### src/rtl/mult_div_issue_queue.sv
// In-order mult/div reservation queue with CDB operand wakeup and valid/ready issue.
// Optional MDQ_DISPATCH_CDB_BYPASS_EN: capture a CDB broadcast that coincides with the push.
package mult_div_issue_queue_pkg;
  typedef struct packed {
    logic [31:0] rs1_data;
    logic [31:0] rs2_data;
    logic [5:0]  rs1_tag;
    logic [5:0]  rs2_tag;
    logic [5:0]  rd_tag;
    logic        rs1_data_valid;
    logic        rs2_data_valid;
  } queue_data;
endpackage

module mult_div_issue_queue
  import mult_div_issue_queue_pkg::*;
#(
  parameter int DEPTH = 4,
  localparam int PTR_W = $clog2(DEPTH)
) (
  input  logic        clk,
  input  logic        rst_n,
  input  queue_data   dispatch_data,
  input  logic        en_mult_dispatch,
  input  logic        en_div_dispatch,
  output logic        queue_full,
  output logic        queue_empty,
  input  logic        cdb_valid,
  input  logic [5:0]  cdb_tag,
  input  logic [31:0] cdb_data,
  input  logic        flush,
  output logic        issue_valid,
  output logic        issue_is_div,
  output logic [31:0] issue_rs1_data,
  output logic [31:0] issue_rs2_data,
  output logic [5:0]  issue_rd_tag,
  input  logic        mult_ready,
  input  logic        div_ready
);

  queue_data        ent_q [DEPTH];
  queue_data        ent_d [DEPTH];
  logic [DEPTH-1:0] is_div_q, is_div_d;
  logic [DEPTH-1:0] occ_q, occ_d;
  logic [PTR_W-1:0] wr_ptr_q, wr_ptr_d, rd_ptr_q, rd_ptr_d;
  logic [PTR_W:0]   count_q, count_d;

  queue_data head;
  queue_data push_pkt;
  logic      push, pop;

  assign queue_full  = (count_q == (PTR_W+1)'(DEPTH));
  assign queue_empty = (count_q == '0);
  assign head        = ent_q[rd_ptr_q];

  // Issue side sees only registered head state; ready feeds pop, never issue_valid.
  always_comb begin
    issue_valid    = !queue_empty && head.rs1_data_valid && head.rs2_data_valid;
    issue_is_div   = 1'b0;
    issue_rs1_data = '0;
    issue_rs2_data = '0;
    issue_rd_tag   = '0;
    if (issue_valid) begin
      issue_is_div   = is_div_q[rd_ptr_q];
      issue_rs1_data = head.rs1_data;
      issue_rs2_data = head.rs2_data;
      issue_rd_tag   = head.rd_tag;
    end
  end

  assign push = (en_mult_dispatch ^ en_div_dispatch) && !queue_full;
  assign pop  = issue_valid && (is_div_q[rd_ptr_q] ? div_ready : mult_ready);

  always_comb begin
    push_pkt = dispatch_data;
`ifdef MDQ_DISPATCH_CDB_BYPASS_EN
    if (cdb_valid && !dispatch_data.rs1_data_valid && dispatch_data.rs1_tag == cdb_tag) begin
      push_pkt.rs1_data       = cdb_data;
      push_pkt.rs1_data_valid = 1'b1;
    end
    if (cdb_valid && !dispatch_data.rs2_data_valid && dispatch_data.rs2_tag == cdb_tag) begin
      push_pkt.rs2_data       = cdb_data;
      push_pkt.rs2_data_valid = 1'b1;
    end
`endif
  end

  always_comb begin
    ent_d    = ent_q;
    is_div_d = is_div_q;
    occ_d    = occ_q;
    wr_ptr_d = wr_ptr_q;
    rd_ptr_d = rd_ptr_q;
    count_d  = count_q;
    if (flush) begin
      occ_d    = '0;
      wr_ptr_d = '0;
      rd_ptr_d = '0;
      count_d  = '0;
    end else begin
      for (int i = 0; i < DEPTH; i++) begin
        if (occ_q[i] && cdb_valid && !ent_q[i].rs1_data_valid && ent_q[i].rs1_tag == cdb_tag) begin
          ent_d[i].rs1_data       = cdb_data;
          ent_d[i].rs1_data_valid = 1'b1;
        end
        if (occ_q[i] && cdb_valid && !ent_q[i].rs2_data_valid && ent_q[i].rs2_tag == cdb_tag) begin
          ent_d[i].rs2_data       = cdb_data;
          ent_d[i].rs2_data_valid = 1'b1;
        end
      end
      if (pop) begin
        occ_d[rd_ptr_q] = 1'b0;
        rd_ptr_d        = rd_ptr_q + PTR_W'(1);
      end
      // Push is gated by the registered full flag, so it never lands on the slot being popped.
      if (push) begin
        ent_d[wr_ptr_q]    = push_pkt;
        is_div_d[wr_ptr_q] = en_div_dispatch;
        occ_d[wr_ptr_q]    = 1'b1;
        wr_ptr_d           = wr_ptr_q + PTR_W'(1);
      end
      if (push && !pop)      count_d = count_q + (PTR_W+1)'(1);
      else if (pop && !push) count_d = count_q - (PTR_W+1)'(1);
    end
  end

  always_ff @(posedge clk or negedge rst_n) begin
    if (!rst_n) begin
      for (int i = 0; i < DEPTH; i++) ent_q[i] <= '0;
      is_div_q <= '0;
      occ_q    <= '0;
      wr_ptr_q <= '0;
      rd_ptr_q <= '0;
      count_q  <= '0;
    end else begin
      ent_q    <= ent_d;
      is_div_q <= is_div_d;
      occ_q    <= occ_d;
      wr_ptr_q <= wr_ptr_d;
      rd_ptr_q <= rd_ptr_d;
      count_q  <= count_d;
    end
  end

endmodule

### config.mk
export PLATFORM = sky130hd
export DESIGN_NAME = mult_div_issue_queue
export DESIGN_NICKNAME = d
export VERILOG_FILES = /design/src/rtl/mult_div_issue_queue.sv
export SDC_FILE = /design/constraint.sdc
export NUM_CORES = 1
export LEC_CHECK = 0
export CAP_MARGIN = 20
export CORE_MARGIN = 1.5
export CORE_UTILIZATION = 55
export CTS_BUF_LIST = sky130_fd_sc_hd__clkbuf_2
export CTS_CLUSTER_SIZE = 14
export DETAILED_ROUTE_END_ITERATION = 7
export PLACE_DENSITY = 0.85
export SETUP_SLACK_MARGIN = 0.05
export SYNTH_ARGS = -nofsm -noshare
export SYNTH_HDL_FRONTEND = slang
export SYNTH_SLANG_ARGS = --single-unit
export TNS_END_PERCENT = 10
### constraint.sdc
create_clock -name clk -period 5.3 [get_ports clk]
set_input_delay 1.325 -clock clk [delete_from_list [all_inputs] [get_ports clk]]
set_output_delay 1.325 -clock clk [all_outputs]
set_load 0.05 [all_outputs]
==> results of run 1 <==
==> layer usage <==
layer | share of wire [%] | vias up
met3 | 9.4 | 148
met1 | 40 | 7222
met4 | 3.1 | 6
met2 | 47 | 847
li1 | - | 5966
met5 | 0.069 | -
==> power breakdown <==
part | switching, mW | leakage (nW) | internal, mW
logic | 2.80 | 3.23 | 2.62
registers | 0.694 | 4.21 | 3.92
clock network | 1.10 | 0.602 | 0.721
total | 4.59 | 8.05 | 7.27
==> state kept, by name, summed over array words and instances, names as in the netlist <==
name      count
rd_ptr_q      2
wr_ptr_q      2
occ_q         4
count_q       3
is_div_q      4
ent_q       336
==> path summary, 6_finish.rpt <==
kind	start	end	slack, ns	cells after the start
worst max-delay path	rd_ptr_q[0]	issue_rs1_data[25]	0.23	5
worst min-delay path	rst_n	ent_q[64]	0.44	1
worst max register to register	rd_ptr_q[0]	count_q[2]	1.65	9
worst min register to register	ent_q[89]	ent_q[89]	0.49	1
max in group asynchronous	rst_n	ent_q[90]	3.74	2
min in group clk	ent_q[89]	ent_q[89]	0.49	1
==> cells in the mapped netlist (6+ instances only) <==
| library cell | n | area (µm²) |
|---|---|---|
| nand3_1 | 9 | 45.0 |
| mux4_2 | 72 | 1620 |
| nand2_1 | 10 | 37.5 |
| mux2_1 | 79 | 890 |
| xor2_1 | 48 | 420 |
| o22a_1 | 512 | 4480 |
| o32a_1 | 8 | 80.1 |
| nand4_1 | 8 | 50.1 |
| ha_1 | 8 | 100 |
| inv_1 | 11 | 41.3 |
| nor4_1 | 6 | 37.5 |
| nor3_1 | 11 | 55.1 |
| a21oi_1 | 9 | 45.0 |
| nor2_1 | 12 | 45.0 |
| clkbuf_1 | 100 | 375 |
| buf_2 | 67 | 335 |
| nor2b_1 | 72 | 450 |
| dfrtp_1 | 351 | 8780 |
==> layout make-up <==
type | instances | area share [%]
multi-input cells | 892 | 41.2
clock buffers | 136 | 3.20
inverters | 14 | 0.259
repair buffers | 233 | 11.0
diodes | 4 | 0.0470
well taps | 442 | 2.60
flip-flops and latches | 351 | 41.3
clock inverters | 13 | 0.441
==> cells by family (layout without fill, tap and decap cells) <==
group	count (synthesis)	count (layout)	share of synthesized area (%)
compound gates	537	537	25.6
flops	351	351	48.0
buf+inv	189	396	4.47
mux	154	154	13.9
simple gates	140	140	4.77
xor+xnor	52	52	2.57
fa+ha+maj	9	9	0.657
other cells	0	4	0
==> what timing repair did <==
item,CTS,global route
resized for setup,0,1
setup buffers,0,0
hold buffers,0,0
endpoints found under the setup margin,0,1
==> flow_summary_export.csv, run 1 <==
group,metric,value,unit
place,dp.cells,1932,
run_status,status,"finished, final reports clean",
place,pre_cts_slack,1.15,ns
clock_tree,numCtsBuffers,91,
die,num_rows,66,
route,drt-total-wl,52.1,mm
timing,setup_viol,0,
place,globalplace.congestion,0.822,
finish,nFillCells,2421,
timing,hold_viol,0,
logic_synthesis,synth_nets,1571,
worst_setup_path,critPathKind,"reg2out",
global_routing,met3_usage,7.00,%
route,via_per_inst,6.81,
finish,finish.net_count,1722,
global_routing,grt_pass1_wl,82.1,mm
finish,ff_latch_area,8790,µm²
worst_setup_path,cp-end-kind,"primary output",
global_routing,grt_pass1_vias,14918,
global_routing,globalRouteMet2Util,49.7,%
worst_setup_path,path_buf_inv,2,
finish,multi_input_area,8770,µm²
power_and_ir_drop,p_total,11.9,mW
clock_tree,cts_root_buf,"clkbuf_2",
worst_setup_path,cp-start-kind,"flip-flop",
finish,mostFrequentLayoutCells,"o22a_1, dfrtp_1, clkdlybuf4s50_1",
power_and_ir_drop,ir_worst_vdd,0.312,mV
logic_synthesis,synth_ff_type,"dfrtp_1",
clock_tree,cts_tree,"yes",
global_routing,antenna_found_initial,6,
finish,final_cell_area,21300,µm²
route,routedWlPerCell,25.0,µm
logic_synthesis,synth_cell_types,35,
logic_synthesis,synth-edff-count,0,
timing,layout_setup_ws,0.233,ns
timing,min_period,5.07,ns
die,core-area,32600,µm²
logic_synthesis,yosysSeqAreaShare,48.0,%
route,dr.pass1.iters,5,
worst_setup_path,crit_required,3.97,ns
hold_path,hold_class,"in2async",
power_and_ir_drop,p_leak,8.05,nW
clock_tree,clock_sinks,351,
route,via_count,14189,
timing,finalSetupTns,0,ns
timing,slew_violations,0,
clock_tree,cts.path.max_buffers,3,
finish,layout_commonest_cell,"o22a_1",
finish,final_core_util,65.3,%
timing,fmax,0.197,GHz
global_routing,track_usage,31.1,%
route,remaining_drc_errors,0,
clock_tree,cts.clk_slew.worst_paths,0.11,ns
timing,holdWs,0.443,ns
die,start_util,56.1,%
worst_setup_path,crit_family,"buffers and inverters",
logic_synthesis,yosysWarnings,0,
timing,period_share,95.6,%
run,maxCapViolCount,0,
worst_setup_path,worstPathMaxFanout,72,
finish,final_cells,2085,
global_routing,grt-busiest-layer,"met2",
clock_tree,htreeDepth,3,
route,dr.first_iter.drc_count,1357,
worst_setup_path,worst_path_largest_cell_delay,0.86,ns
global_routing,grt_max_degree,126,
global_routing,globalRoute.totalOverflow,0,
global_routing,met1_usage,41.3,%
place,hpwlAfterDp,30.6,mm
timing,rsz0062_at_grt,"false",
worst_setup_path,path_cells,"inv_4, mux4_2, or2_4, nor2b_1, clkdlybuf4s50_1",
power_and_ir_drop,powerDensity,557,nW/µm²
timing,tightest_slew,0.953,ns
finish,drive_gt1_share,16.5,%
place,place_area,20500,µm²
logic_synthesis,synthesis.area,18300,µm²
worst_setup_path,slowest_stage,"clkdlybuf4s50_1",
finish,area_delta_synth_final,16.4,%
logic_synthesis,syn-mean-instance-area,12.8,µm²
die,fp.dieH,185,µm
logic_synthesis,syn_inst,1432,
logic_synthesis,ys_ff_latch,351,
die,dieArea,34400,µm²
die,die_w,185,µm
timing,fin_skew,0.113,ns
timing,relSlewSlack,36.5,%
logic_synthesis,async_flop_share,100,%
die,pin_count,204,
clock_tree,worstSkewPairLatency,0.98,ns
place,portBuffers,203,
worst_setup_path,arrival,3.74,ns
route,ant_nets,0,
(Power assumes the default switching activity.)
==> inputs of run 2 (changes only) <==
CTS_BUF_LIST = sky130_fd_sc_hd__clkbuf_16   (was sky130_fd_sc_hd__clkbuf_2)
SLEW_MARGIN = 20   (was unset)
==> run 2 against run 1 <==
- worst setup slack better by 0.42 ns
- clock-buffer cell count is 95 lower
- die area stayed put
- clock power is 51% higher
- global-route usage is 0.11 points higher
- first-iteration DRC count is 16% higher
- maximum frequency is 8.9% higher
- core utilization is 1.6 points higher
- cell count is 3.9% lower
- design area is 2.4% higher
- largest power group unchanged
==> flow_summary_export.csv, run 2 (synthesis gave the netlist of run 1 again) <==
group,metric,value,unit
clock_tree,clock_sinks,351,
timing,fmax,0.215,GHz
clock_tree,cts_hold_buf,0,
die,num_rows,66,
timing,tightest_slew,0.990,ns
route,ant_nets,0,
route,routedWlPerCell,26.3,µm
global_routing,track_usage,31.2,%
timing,fin_skew,0.0180,ns
route,dr.first_iter.drc_count,1571,
power_and_ir_drop,ir_worst_vdd,0.333,mV
clock_tree,post-cts-setup-buffer-count,0,
finish,final_core_util,66.9,%
worst_setup_path,cp-start-kind,"flip-flop",
die,die_w,185,µm
die,pin_count,204,
route,via_count,14052,
finish,largest_reg_flops,336,
place,hpwlAfterDp,30.6,mm
global_routing,met3_usage,6.00,%
die,dieArea,34400,µm²
clock_tree,cts.clk_slew.worst_paths,0.06,ns
route,drt-total-wl,52.7,mm
finish,drive_gt1_share,11.8,%
finish,area_delta_synth_final,19.3,%
global_routing,globalRoute.totalOverflow,0,
place,globalplace.congestion,0.822,
clock_tree,cts_root_buf,"clkbuf_16",
timing,finalSetupTns,0,ns
timing,rsz0062_at_grt,"false",
timing,min_period,4.65,ns
timing,period_share,87.8,%
clock_tree,cts_tree,"yes",
timing,hold_viol,0,
finish,final_cells,2004,
finish,mostFrequentLayoutCells,"o22a_1, dfrtp_1, clkdlybuf4s50_1",
timing,slew_violations,0,
run,maxCapViolCount,0,
run_status,status,"finished, final reports clean",
die,start_util,56.1,%
route,remaining_drc_errors,0,
clock_tree,cts_resized,0,
route,dr.pass1.iters,5,
die,core-area,32600,µm²
clock_tree,htreeDepth,2,
worst_setup_path,crit_required,3.97,ns
global_routing,grt-busiest-layer,"met2",
place,portBuffers,203,
finish,layout_commonest_cell,"o22a_1",
global_routing,grt_pass1_wl,82.5,mm
power_and_ir_drop,p_leak,8.09,nW
route,via_per_inst,7.01,
global_routing,grt_max_degree,126,
worst_setup_path,arrival,3.33,ns
global_routing,grt_pass1_vias,14657,
timing,holdWs,0.480,ns
clock_tree,numCtsBuffers,38,
power_and_ir_drop,p_total,12.8,mW
place,dp.cells,1932,
die,fp.dieH,185,µm
global_routing,globalRouteMet2Util,49.8,%
global_routing,met1_usage,42.3,%
finish,top_register,"ent_q",
global_routing,antenna_found_initial,6,
worst_setup_path,cp-end-kind,"primary output",
timing,relSlewSlack,34.0,%
worst_setup_path,critPathKind,"reg2out",
hold_path,hold_class,"reg2reg",
clock_tree,cts.path.max_buffers,3,
finish,finish.net_count,1669,
clock_tree,worstSkewPairLatency,0.53,ns
timing,setup_viol,0,
finish,largestRegisters,"ent_q: 336 flops, is_div_q: 4 flops, occ_q: 4 flops",
power_and_ir_drop,powerDensity,588,nW/µm²
worst_setup_path,worstPathMaxFanout,72,
==> run 2: cell count changes in the layout (fill, tap and decap cells not counted) <==
cell and delta:
clkbuf_2 -136, clkbuf_16 +41, clkinv_2 +6, inv_1 +6
bufinv_16 +5, clkinv_4 -2, clkdlybuf4s50_1 +1, clkinvlp_4 -1
dlymetal6s2s_1 -1
==> run 2: cell type report <==
cell class,count,area [µm²]
antenna,4,10.0
clock buffer,41,1030
clock inverter,27,272
fill,2288,10800
inverter,14,55.1
multi-input combinational,892,8770
sequential,351,8790
tap,442,553
timing repair buffer,233,2340
==> run 2: power breakdown <==
| part | leakage [nW] | internal (mW) | switching, mW | total, mW |
|---|---|---|---|---|
| combinational | 3.21 | 2.62 | 2.82 | 5.44 |
| clock | 0.661 | 1.68 | 1.07 | 2.75 |
| sequential | 4.21 | 3.93 | 0.706 | 4.64 |
| total | 8.09 | 8.24 | 4.59 | 12.8 |
==> run 2: worst max-delay path: stages, from the launching register on <==
cell and delay (ns):
dfrtp_4 0.50, inv_4 0.08, mux4_2 0.55, or2_4 0.52
nor2b_1 0.25, clkdlybuf4s50_1 0.85
==> run 2: per-stage QoR <==
step	cell area, µm²	setup slack (ns)
2_1_floorplan	18300	1.24
3_3_place_gp	20500	1.20
3_5_place_dp	20500	1.15
4_1_cts	21800	0.602
5_1_grt	21800	0.490
6_report	21800	0.649
==> run 2: path summary, 6_finish.rpt <==
kind	cells past startpoint	slack, ns	end	start
min	1	0.48	ent_q[86]	ent_q[86]
max	5	0.65	issue_rs1_data[25]	rd_ptr_q[0]
max reg2reg	9	1.71	count_q[2]	rd_ptr_q[0]
min reg2reg	1	0.48	ent_q[86]	ent_q[86]
max in group asynchronous	2	3.35	ent_q[187]	rst_n
min in group asynchronous	1	0.88	ent_q[319]	rst_n
==> run 2: metal layers <==
metal	up-vias	part of all wire, %
met2	829	47
met1	7259	40
met5	-	0.078
met4	6	3.4
li1	5816	-
met3	142	9.5
